--- src/rtl/color_scan_sequencer_if.sv ---
// Sensor-pin and host handshake bundle for the colour scan sequencer.
// master = host/sensor side, slave = sequencer side.
interface color_scan_sequencer_if #(
  parameter int CNT_W = 20
);
  logic             start;
  logic             continuous;
  logic [1:0]       scale_cfg;
  logic             sensor_freq;
  logic [1:0]       scale;
  logic [1:0]       filter;
  logic             busy;
  logic             done;
  logic [CNT_W-1:0] red_cnt;
  logic [CNT_W-1:0] blue_cnt;
  logic [CNT_W-1:0] green_cnt;
  logic [CNT_W-1:0] clear_cnt;
  logic             sat;

  modport master (
    output start, continuous, scale_cfg, sensor_freq,
    input  scale, filter, busy, done,
    input  red_cnt, blue_cnt, green_cnt, clear_cnt, sat
  );

  modport slave (
    input  start, continuous, scale_cfg, sensor_freq,
    output scale, filter, busy, done,
    output red_cnt, blue_cnt, green_cnt, clear_cnt, sat
  );
endinterface

--- src/rtl/color_scan_sequencer.sv ---
// Steps a TCS3200-style sensor through red, blue, green, clear; settles, then
// counts synchronized rising edges over a fixed gate per filter.
module color_scan_sequencer #(
  parameter int WINDOW_CYCLES = 100000,
  parameter int SETTLE_CYCLES = 1000,
  parameter int CNT_W         = 20
) (
  input  logic                  clk,
  input  logic                  rst_n,
  color_scan_sequencer_if.slave bus
);

  typedef enum logic [1:0] {
    S_IDLE   = 2'd0,
    S_SETTLE = 2'd1,
    S_COUNT  = 2'd2
  } state_t;

  localparam logic [1:0] F_RED   = 2'b00;
  localparam logic [1:0] F_BLUE  = 2'b01;
  localparam logic [1:0] F_GREEN = 2'b11;
  localparam logic [1:0] F_CLEAR = 2'b10;

  localparam int TMAX = (WINDOW_CYCLES > SETTLE_CYCLES) ? WINDOW_CYCLES : SETTLE_CYCLES;
  localparam int TW   = (TMAX > 1) ? $clog2(TMAX) : 1;

  localparam logic [TW-1:0]    SETTLE_LAST = TW'(SETTLE_CYCLES - 1);
  localparam logic [TW-1:0]    WINDOW_LAST = TW'(WINDOW_CYCLES - 1);
  localparam logic [CNT_W-1:0] CNT_MAX     = '1;

  state_t           r_state;
  state_t           w_state_nxt;
  logic [TW-1:0]    r_timer;
  logic             r_sync1;
  logic             r_sync2;
  logic             r_prev;
  logic [CNT_W-1:0] r_acc;
  logic             r_sticky;
  logic [1:0]       r_filter;
  logic [1:0]       r_scale_lat;
  logic             r_busy;
  logic             r_done;
  logic [CNT_W-1:0] r_sh_red;
  logic [CNT_W-1:0] r_sh_blue;
  logic [CNT_W-1:0] r_sh_green;
  logic [CNT_W-1:0] r_red;
  logic [CNT_W-1:0] r_blue;
  logic [CNT_W-1:0] r_green;
  logic [CNT_W-1:0] r_clear;
  logic             r_sat;

  logic             w_edge;
  logic [CNT_W-1:0] w_acc_nxt;
  logic             w_sat_now;
  logic             w_start_scan;
  logic             w_chan_end;
  logic             w_scan_end;
  logic             w_restart;

  assign w_edge    = r_sync2 & ~r_prev;
  assign w_acc_nxt = (r_acc == CNT_MAX) ? r_acc : r_acc + CNT_W'(w_edge);
  // Includes a saturation that happens on the final window cycle itself.
  assign w_sat_now = r_sticky | ((r_state == S_COUNT) && (w_acc_nxt == CNT_MAX));

  always_comb begin
    w_state_nxt  = r_state;
    w_start_scan = 1'b0;
    w_chan_end   = 1'b0;
    w_scan_end   = 1'b0;
    w_restart    = 1'b0;
    case (r_state)
      S_IDLE: begin
        if (bus.start) begin
          w_start_scan = 1'b1;
          w_state_nxt  = S_SETTLE;
        end
      end
      S_SETTLE: begin
        if (r_timer == SETTLE_LAST) begin
          w_state_nxt = S_COUNT;
        end
      end
      S_COUNT: begin
        if (r_timer == WINDOW_LAST) begin
          w_chan_end = 1'b1;
          if (r_filter == F_CLEAR) begin
            w_scan_end = 1'b1;
            if (bus.continuous) begin
              w_restart   = 1'b1;
              w_state_nxt = S_SETTLE;
            end else begin
              w_state_nxt = S_IDLE;
            end
          end else begin
            w_state_nxt = S_SETTLE;
          end
        end
      end
      default: w_state_nxt = S_IDLE;
    endcase
  end

  always_ff @(posedge clk or negedge rst_n) begin
    if (!rst_n) begin
      r_state <= S_IDLE;
    end else begin
      r_state <= w_state_nxt;
    end
  end

  // One timer serves both phases; it restarts on every state change.
  always_ff @(posedge clk or negedge rst_n) begin
    if (!rst_n) begin
      r_timer <= '0;
    end else if ((w_state_nxt != r_state) || (r_state == S_IDLE)) begin
      r_timer <= '0;
    end else begin
      r_timer <= r_timer + TW'(1);
    end
  end

  always_ff @(posedge clk or negedge rst_n) begin
    if (!rst_n) begin
      r_sync1 <= 1'b0;
      r_sync2 <= 1'b0;
      r_prev  <= 1'b0;
    end else begin
      r_sync1 <= bus.sensor_freq;
      r_sync2 <= r_sync1;
      r_prev  <= r_sync2;
    end
  end

  always_ff @(posedge clk or negedge rst_n) begin
    if (!rst_n) begin
      r_acc    <= '0;
      r_sticky <= 1'b0;
    end else if (w_start_scan || w_restart) begin
      r_acc    <= '0;
      r_sticky <= 1'b0;
    end else if (r_state == S_COUNT) begin
      r_acc <= w_chan_end ? '0 : w_acc_nxt;
      if (w_acc_nxt == CNT_MAX) begin
        r_sticky <= 1'b1;
      end
    end
  end

  always_ff @(posedge clk or negedge rst_n) begin
    if (!rst_n) begin
      r_filter    <= F_RED;
      r_scale_lat <= 2'b00;
      r_busy      <= 1'b0;
    end else if (w_start_scan) begin
      r_filter    <= F_RED;
      r_scale_lat <= bus.scale_cfg;
      r_busy      <= 1'b1;
    end else if (w_chan_end) begin
      case (r_filter)
        F_RED:   r_filter <= F_BLUE;
        F_BLUE:  r_filter <= F_GREEN;
        F_GREEN: r_filter <= F_CLEAR;
        default: r_filter <= F_RED;
      endcase
      if (w_restart) begin
        r_scale_lat <= bus.scale_cfg;
      end else if (w_scan_end) begin
        r_busy <= 1'b0;
      end
    end
  end

  // Per-channel results park in shadows so the visible counts move together.
  always_ff @(posedge clk or negedge rst_n) begin
    if (!rst_n) begin
      r_sh_red   <= '0;
      r_sh_blue  <= '0;
      r_sh_green <= '0;
    end else if (w_chan_end) begin
      case (r_filter)
        F_RED:   r_sh_red   <= w_acc_nxt;
        F_BLUE:  r_sh_blue  <= w_acc_nxt;
        F_GREEN: r_sh_green <= w_acc_nxt;
        default: ;
      endcase
    end
  end

  always_ff @(posedge clk or negedge rst_n) begin
    if (!rst_n) begin
      r_red   <= '0;
      r_blue  <= '0;
      r_green <= '0;
      r_clear <= '0;
      r_sat   <= 1'b0;
      r_done  <= 1'b0;
    end else begin
      r_done <= w_scan_end;
      if (w_scan_end) begin
        r_red   <= r_sh_red;
        r_blue  <= r_sh_blue;
        r_green <= r_sh_green;
        r_clear <= w_acc_nxt;
        r_sat   <= w_sat_now;
      end
    end
  end

  // Sensor is held in power-down whenever no scan is running.
  assign bus.scale     = (r_state == S_IDLE) ? 2'b00 : r_scale_lat;
  assign bus.filter    = r_filter;
  assign bus.busy      = r_busy;
  assign bus.done      = r_done;
  assign bus.red_cnt   = r_red;
  assign bus.blue_cnt  = r_blue;
  assign bus.green_cnt = r_green;
  assign bus.clear_cnt = r_clear;
  assign bus.sat       = r_sat;

endmodule

--- src/flat_wrapper.sv ---
// flat-port wrapper written by rule: the top's interface ports become plain ports
module color_scan_sequencer_flat 
#(
  parameter int WINDOW_CYCLES = 100000,
  parameter int SETTLE_CYCLES = 1000,
  parameter int CNT_W         = 20
)
  (clk, rst_n, bus_start, bus_continuous, bus_scale_cfg, bus_sensor_freq, bus_scale, bus_filter, bus_busy, bus_done, bus_red_cnt, bus_blue_cnt, bus_green_cnt, bus_clear_cnt, bus_sat);
  color_scan_sequencer_if #(.CNT_W(CNT_W)) bus_i ();
  input  logic clk;
  input  logic rst_n;
  input wire logic [$bits(bus_i.start)-1:0] bus_start;
  input wire logic [$bits(bus_i.continuous)-1:0] bus_continuous;
  input wire logic [$bits(bus_i.scale_cfg)-1:0] bus_scale_cfg;
  input wire logic [$bits(bus_i.sensor_freq)-1:0] bus_sensor_freq;
  output wire logic [$bits(bus_i.scale)-1:0] bus_scale;
  output wire logic [$bits(bus_i.filter)-1:0] bus_filter;
  output wire logic [$bits(bus_i.busy)-1:0] bus_busy;
  output wire logic [$bits(bus_i.done)-1:0] bus_done;
  output wire logic [$bits(bus_i.red_cnt)-1:0] bus_red_cnt;
  output wire logic [$bits(bus_i.blue_cnt)-1:0] bus_blue_cnt;
  output wire logic [$bits(bus_i.green_cnt)-1:0] bus_green_cnt;
  output wire logic [$bits(bus_i.clear_cnt)-1:0] bus_clear_cnt;
  output wire logic [$bits(bus_i.sat)-1:0] bus_sat;
  assign bus_i.start = bus_start;
  assign bus_i.continuous = bus_continuous;
  assign bus_i.scale_cfg = bus_scale_cfg;
  assign bus_i.sensor_freq = bus_sensor_freq;
  assign bus_scale = bus_i.scale;
  assign bus_filter = bus_i.filter;
  assign bus_busy = bus_i.busy;
  assign bus_done = bus_i.done;
  assign bus_red_cnt = bus_i.red_cnt;
  assign bus_blue_cnt = bus_i.blue_cnt;
  assign bus_green_cnt = bus_i.green_cnt;
  assign bus_clear_cnt = bus_i.clear_cnt;
  assign bus_sat = bus_i.sat;
  color_scan_sequencer #(.WINDOW_CYCLES(WINDOW_CYCLES), .SETTLE_CYCLES(SETTLE_CYCLES), .CNT_W(CNT_W)) u_core (.clk(clk), .rst_n(rst_n), .bus(bus_i));
endmodule
--- config.mk ---
export PLATFORM = sky130hd
export DESIGN_NAME = color_scan_sequencer_flat
export DESIGN_NICKNAME = d
export VERILOG_FILES = /design/src/rtl/color_scan_sequencer_if.sv /design/src/rtl/color_scan_sequencer.sv /design/src/flat_wrapper.sv
export SDC_FILE = /design/constraint.sdc
export NUM_CORES = 1
export LEC_CHECK = 0
export BUFFER_PORTS_ARGS = -buffer_cell sky130_fd_sc_hd__buf_2
export CAP_MARGIN = 20
export CORE_AREA = 4 4 173 175
export DETAILED_ROUTE_END_ITERATION = 12
export DIE_AREA = 0 0 177 179
export GPL_TIMING_DRIVEN = 0
export PLACE_DENSITY = 0.41
export SLEW_MARGIN = 20
export SYNTH_ARGS = -nofsm -noshare
export SYNTH_HDL_FRONTEND = slang
export SYNTH_SLANG_ARGS = --single-unit
--- constraint.sdc ---
create_clock -name clk -period 6.2 [get_ports clk]
set_input_delay 1.24 -clock clk [delete_from_list [all_inputs] [get_ports clk]]
set_output_delay 1.24 -clock clk [all_outputs]
set_load 0.01 [all_outputs]
# After elaboration in Yosys (flattened, before gate mapping)
# Index checks and enable logic that the tools add are counted.
# W data, S select, Z words.
# totals
rom_bits	0
latchBits	0
ram_bits	0
output_inout_bits	87
elab_cells	87
reg_bits	190
memories	0
inputBits	7
# classes
n_mux	36
n_reduce_logical	16
multipliers	0
n_bitwise	3
n_div	0
shifts	0
n_eq_ne	11
addsub	2
n_lt_le_gt_ge	0
# ops
cell	count
$mux W20	4
$eq A20 B20 Y1 const B	2
$add A20 B1 Y20	1
$mux W1	20
$mux W2	9
$add A17 B1 Y17 const B	1
$eq A17 B10 Y1 const B	1
$eq A17 B17 Y1 const B	1
$mux W17	1
$pmux W2 S3	2
$reduce_and A2 Y1	5
$reduce_bool A2 Y1	5
$eq A2 B2 Y1 const B	3
$eq A2 B1 Y1 const B	2
$logic_not A2 Y1	2
$reduce_and A3 Y1	1
$logic_or A1 B1 Y1	2
$ne A2 B1 Y1 const B	1
$ne A2 B2 Y1	1
$and A1 B1 Y1	1
$logic_and A1 B1 Y1	1
$not A1 Y1	1
$or A1 B1 Y1	1

# Depth between registers and ports, before layout
# depth
depth_word	8
depth_mapped	10
mapped_depth_nobuf	10

# Least setup slack after synthesis
# OpenSTA, ideal clock, no wires.
# synth_timing
path_kind	flip-flop to flip-flop
start	register u_core.r_prev
end	register u_core.r_sat, in the netlist u_core.bus.sat
stages_incl_launch_ff	10
slack_ps	3726
n_path_buf	0
required_time_ps	6118
period_less_slack_ps	2474
t_arrival_ps	2392
path_cell_list	dfrtp_1 > nor2b_1 > ha_1 > ha_1 > nand3_1 > or4_4 > a221o_1 > a21oi_1 > nand4_1 > a31oi_1
# synth_between
elab_chain_cells	7
# synth_rtl
item	line_no	text
from (decl)	color_scan_sequencer.sv:36	logic r_prev;
from (signal assigned)	color_scan_sequencer.sv:130	r_prev <= r_sync2;
$not A1 Y1	color_scan_sequencer.sv:60	assign w_edge = r_sync2 & ~r_prev;
$and A1 B1 Y1	color_scan_sequencer.sv:60	
$add A20 B1 Y20	color_scan_sequencer.sv:61	assign w_acc_nxt = (r_acc == CNT_MAX) ? r_acc : r_acc + CNT_W'(w_edge);
$mux W20	color_scan_sequencer.sv:61	
$eq A20 B20 Y1	color_scan_sequencer.sv:63	assign w_sat_now = r_sticky | ((r_state == S_COUNT) && (w_acc_nxt == CNT_MAX));
$logic_and A1 B1 Y1	color_scan_sequencer.sv:63	
$or A1 B1 Y1	color_scan_sequencer.sv:63	
to (signal assigned)	color_scan_sequencer.sv:204	r_sat <= w_sat_now;
to (decl)	color_scan_sequencer.sv:50	logic r_sat;
# Every way passes these cells.
# A chain may end at the register's enable or synchronous reset.

# Worst setup path in the final report
# layout_timing
start	register u_core.r_sync2
end	register u_core.r_sat, in the netlist u_core.bus.sat
# layout_between
elab_chain_cells	6
# layout_rtl
item	line_no	text
from (decl)	color_scan_sequencer.sv:35	logic r_sync2;
from (signal assigned)	color_scan_sequencer.sv:129	r_sync2 <= r_sync1;
$and A1 B1 Y1	color_scan_sequencer.sv:60	
$add A20 B1 Y20	color_scan_sequencer.sv:61	
$mux W20	color_scan_sequencer.sv:61	
$eq A20 B20 Y1	color_scan_sequencer.sv:63	
$logic_and A1 B1 Y1	color_scan_sequencer.sv:63	
$or A1 B1 Y1	color_scan_sequencer.sv:63	
# Every way passes these cells.

==> metrics.txt <==
# TYPE chip_impl_metric gauge
chip_impl_info{name="outcome",value="completed"} 1
chip_impl_metric{name="register_area",unit="sq um"} 4750
chip_impl_metric{name="gp_routability_congestion",unit=""} 0.794
chip_impl_metric{name="wl_met1",unit="microns"} 10800
chip_impl_info{name="critPathLaunch",value="u_core.r_sync2"} 1
chip_impl_metric{name="dr.first_iter.drc_count",unit=""} 375
chip_impl_metric{name="total_number_of_vias",unit=""} 6104
chip_impl_metric{name="drive_gt1_share",unit="%"} 15.7
chip_impl_metric{name="first_global_vias",unit=""} 6165
chip_impl_metric{name="timing.max_cap.violations",unit=""} 0
chip_impl_metric{name="count_of_tritonroute_iterations_in_the_first_routing_pass",unit=""} 4
chip_impl_metric{name="tritoncts_num_sinks",unit=""} 190
chip_impl_metric{name="period_share",unit="%"} 51.8
chip_impl_metric{name="number_of_antenna_violations_at_the_first_check_in_global_routing",unit=""} 0
chip_impl_metric{name="clkTransAtPathRegs",unit="ns"} 0.08
chip_impl_metric{name="post_synth.cell_area_avg",unit="sq um"} 9.43
chip_impl_metric{name="die_height",unit="microns"} 179
chip_impl_metric{name="async_flop_share",unit="%"} 100
chip_impl_metric{name="insertedDiodeCount",unit=""} 0
chip_impl_metric{name="worst_ep_required_time",unit="ns"} 6.52
chip_impl_metric{name="cts_setup_buffers",unit=""} 0
chip_impl_metric{name="relSlewSlack",unit="%"} 35.2
chip_impl_info{name="worstHoldPathType",value="register to register"} 1
chip_impl_metric{name="worstSkewPairLatency",unit="ns"} 0.46
chip_impl_metric{name="floorplan_die_area",unit="sq um"} 31700
chip_impl_metric{name="grt_first_pass_wirelength",unit="microns"} 36300
chip_impl_metric{name="vdd_ir_drop_max",unit="V"} 0.000144
chip_impl_metric{name="tightestPinTransition",unit="ns"} 0.965
chip_impl_info{name="crit_path_start_kind",value="register"} 1
chip_impl_metric{name="drc_errors_left",unit=""} 0
chip_impl_info{name="clock_tree_root_buffer_cell",value="sky130_fd_sc_hd__clkbuf_16"} 1
chip_impl_metric{name="detailedPlacementHpwl",unit="microns"} 15700
chip_impl_info{name="critPathCaptureType",value="register"} 1
chip_impl_metric{name="grt.total_usage",unit="%"} 14.8
chip_impl_metric{name="power-per-cell-area",unit="nW/um^2"} 267
chip_impl_metric{name="met3_wirelength",unit="microns"} 833
chip_impl_metric{name="maximum_number_of_pins_on_one_net_before_global_route_repair",unit=""} 92
chip_impl_metric{name="cts_inserted_buffers",unit=""} 17
chip_impl_metric{name="nNetsFinal",unit=""} 957
chip_impl_info{name="worst_hold_startpoint",value="u_core.r_sync1"} 1
chip_impl_info{name="worstSetupPathType",value="register to register"} 1
chip_impl_metric{name="post_synth_inst_count",unit=""} 833
chip_impl_metric{name="synth_enable_flop_cells",unit=""} 0
chip_impl_metric{name="placeableCoreArea",unit="sq um"} 28500
chip_impl_metric{name="viasPerCell",unit=""} 4.54
chip_impl_info{name="tritoncts",value="built"} 1
chip_impl_metric{name="globalRouteOverflowTotal",unit=""} 0
chip_impl_metric{name="ys_seq_area_share",unit="%"} 60.5
chip_impl_metric{name="initial_utilization",unit="%"} 27.6
chip_impl_metric{name="cts-root-to-sink-buffers",unit=""} 2
chip_impl_info{name="primary_flip_flop_cell_chosen_by_synthesis_mapping",value="sky130_fd_sc_hd__dfrtp_1"} 1
chip_impl_metric{name="cts-hold-fix-buffers",unit=""} 0
chip_impl_metric{name="clock.fmax",unit="MHz"} 311
chip_impl_metric{name="cts.repair.resized",unit=""} 0
chip_impl_metric{name="power_leakage",unit="nW"} 4.71
chip_impl_metric{name="totalWireLength",unit="microns"} 22400
chip_impl_metric{name="footprint_of_the_multi_input_gates",unit="sq um"} 2920
chip_impl_metric{name="final_cell_count_without_fillers",unit=""} 1344
chip_impl_metric{name="htree_levels",unit=""} 4
chip_impl_metric{name="setup-violations-final",unit=""} 0
chip_impl_metric{name="syn_nets",unit=""} 843
chip_impl_metric{name="number_of_library_cell_types_mapped_by_synthesis",unit=""} 55
chip_impl_metric{name="post_drt_wl_per_cell",unit="microns"} 16.7
chip_impl_info{name="grt_setup_unrepaired",value="false"} 1
chip_impl_info{name="r2r_start",value="u_core.r_sync2"} 1
chip_impl_metric{name="postRouteAntennaNets",unit=""} 0
chip_impl_metric{name="worstPathMaxFanout",unit=""} 9
chip_impl_metric{name="syn-cell-area",unit="sq um"} 7860
chip_impl_info{name="top_signal_layer_used",value="met4"} 1
chip_impl_metric{name="layout-area-overhead-vs-synth",unit="%"} 21.0
chip_impl_metric{name="fin_skew",unit="ns"} 0.0260
chip_impl_metric{name="timing.final.max_slew_violations",unit=""} 0
chip_impl_metric{name="port-buffer-count",unit=""} 93
chip_impl_metric{name="rows",unit=""} 62
chip_impl_metric{name="sum_of_negative_setup_slack",unit="ns"} 0
chip_impl_metric{name="filler_cell_count",unit=""} 3064
chip_impl_metric{name="hold_viol_final",unit=""} 0
chip_impl_metric{name="placed_instances",unit=""} 1312
chip_impl_metric{name="yosys_register_bits",unit=""} 190
chip_impl_metric{name="worst_ep_arrival_time",unit="ns"} 3.53
chip_impl_metric{name="yosys_warnings",unit=""} 0
chip_impl_metric{name="io_pins",unit=""} 94
chip_impl_metric{name="min_period",unit="ns"} 3.21
chip_impl_metric{name="met2_wirelength",unit="microns"} 10600
chip_impl_metric{name="width_of_the_die",unit="microns"} 177
==> path summary, 6_finish.rpt <==
kind	end	slack, ns	cells after the start
worst max-delay path	u_core.bus.sat	2.99	10
worst min-delay path	u_core.r_sync2	0.36	0
worst max register to register	u_core.bus.sat	2.99	10
worst min register to register	u_core.r_sync2	0.36	0
max in group asynchronous	u_core.r_timer[6]	4.84	2
min in group asynchronous	u_core.bus.red_cnt[15]	0.61	1
==> metrics by stage <==
stage	total power [mW]	cell area (sq um)	setup WS, ns	utilization (%)	hold slack [ns]
2_1_floorplan	1.35	7860	3.73	-	0.331
3_3_place_gp	1.40	8800	0.380	30.9	0.340
3_5_place_dp	1.41	8880	3.02	31.2	0.347
4_1_cts	2.58	9510	2.99	33.4	0.367
5_1_grt	2.65	9510	2.72	33.4	0.374
6_report	2.54	9510	2.99	33.4	0.358
==> state kept, by name (all words and copies together) (netlist names), 2 cells and up <==
name / flops
u_core.r_sh_blue: 20
u_core.bus.filter: 2
u_core.bus.blue_cnt: 20
u_core.bus.clear_cnt: 20
u_core.r_state: 2
u_core.r_sh_red: 20
u_core.r_timer: 17
u_core.r_scale_lat: 2
u_core.r_acc: 20
u_core.r_sh_green: 20
u_core.bus.red_cnt: 20
u_core.bus.green_cnt: 20
==> layout by cell type (no fill, tap or decap), types with 7 or more instances in the layout <==
master                        n
sky130_fd_sc_hd__clkbuf_16   17
sky130_fd_sc_hd__nand4_1     14
sky130_fd_sc_hd__clkinv_8     7
sky130_fd_sc_hd__nor2_1      55
sky130_fd_sc_hd__nand3_1     16
sky130_fd_sc_hd__clkbuf_1    35
sky130_fd_sc_hd__xnor2_1      8
sky130_fd_sc_hd__a21oi_1     24
sky130_fd_sc_hd__xor2_1      17
sky130_fd_sc_hd__dfrtp_1    190
sky130_fd_sc_hd__o21ai_0     87
sky130_fd_sc_hd__nor2b_1      7
sky130_fd_sc_hd__nand2_1    281
sky130_fd_sc_hd__buf_2      100
sky130_fd_sc_hd__and3_1       7
==> logic make-up after synthesis <==
logic type | synth area share (%)
simple gates | 23.8
flops | 60.5
compound gates | 9.62
buf+inv | 2.47
xor+xnor | 2.79
fa+ha+maj | 0.478
mux | 0.287
==> Yosys cell counts, types with 2 or more instances <==
cell,count,area [sq um]
sky130_fd_sc_hd__clkbuf_1,35,131
sky130_fd_sc_hd__ha_1,3,37.5
sky130_fd_sc_hd__xnor2_1,8,70.1
sky130_fd_sc_hd__a31oi_1,2,12.5
sky130_fd_sc_hd__or4_1,2,15.0
sky130_fd_sc_hd__and4_1,3,26.3
sky130_fd_sc_hd__inv_1,3,11.3
sky130_fd_sc_hd__nor2_1,55,206
sky130_fd_sc_hd__and2_1,3,18.8
sky130_fd_sc_hd__buf_2,8,40.0
sky130_fd_sc_hd__nor4_4,2,42.5
sky130_fd_sc_hd__nand3b_1,2,15.0
sky130_fd_sc_hd__dfrtp_1,190,4750
sky130_fd_sc_hd__nor4_1,5,31.3
sky130_fd_sc_hd__nor3_1,8,40.0
sky130_fd_sc_hd__a21boi_0,2,15.0
sky130_fd_sc_hd__nand2_1,281,1050
sky130_fd_sc_hd__nand2b_1,4,25.0
sky130_fd_sc_hd__o21ai_1,6,30.0
sky130_fd_sc_hd__nor3b_1,3,22.5
sky130_fd_sc_hd__a21oi_1,24,120
sky130_fd_sc_hd__or3_1,2,12.5
sky130_fd_sc_hd__nor2b_1,7,43.8
sky130_fd_sc_hd__mux2_2,2,22.5
sky130_fd_sc_hd__o21ai_0,87,435
sky130_fd_sc_hd__and3_1,7,43.8
sky130_fd_sc_hd__xor2_1,17,149
sky130_fd_sc_hd__nand3_2,2,20.0
sky130_fd_sc_hd__nand4_1,14,87.6
sky130_fd_sc_hd__o21a_1,3,22.5
sky130_fd_sc_hd__o31ai_1,2,15.0
sky130_fd_sc_hd__nand3_1,16,80.1
sky130_fd_sc_hd__and3_2,2,15.0
sky130_fd_sc_hd__o21bai_1,2,15.0
==> power by group <==
part	switching (mW)	total, mW	internal, mW	leakage, nW
Sequential	0.0213	1.28	1.26	2.63
Clock	0.597	1.16	0.559	0.305
Combinational	0.0622	0.0992	0.0371	1.78
==> metal layers <==
metal  track usage [%]  vias up
met1              20.6     2976
met4              4.13        0
li1                  -     2997
met2              23.7      113
met5                 0        -
met3              2.80       18
==> critical path: stages, from the launching register on <==
cell                        delay (ns)
sky130_fd_sc_hd__dfrtp_1          0.35
sky130_fd_sc_hd__nor2b_1          0.16
sky130_fd_sc_hd__ha_1             0.23
sky130_fd_sc_hd__ha_1             0.30
sky130_fd_sc_hd__nand3_1          0.32
sky130_fd_sc_hd__nor2_1           0.40
sky130_fd_sc_hd__o2111ai_1        0.20
sky130_fd_sc_hd__xor2_1           0.75
sky130_fd_sc_hd__nor2_1           0.12
sky130_fd_sc_hd__nand4_1          0.17
sky130_fd_sc_hd__a31oi_1          0.09
==> layout make-up <==
cell class / count / share of cell area (%)
sequential: 190 / 50.0
multi-input combinational: 595 / 30.7
timing repair buffer: 95 / 5.58
tap: 384 / 5.05
clock buffer: 17 / 4.47
clock inverter: 15 / 2.16
buffer: 45 / 1.92
inverter: 3 / 0.118
Note: power is estimated with default switching activity, not from simulation.
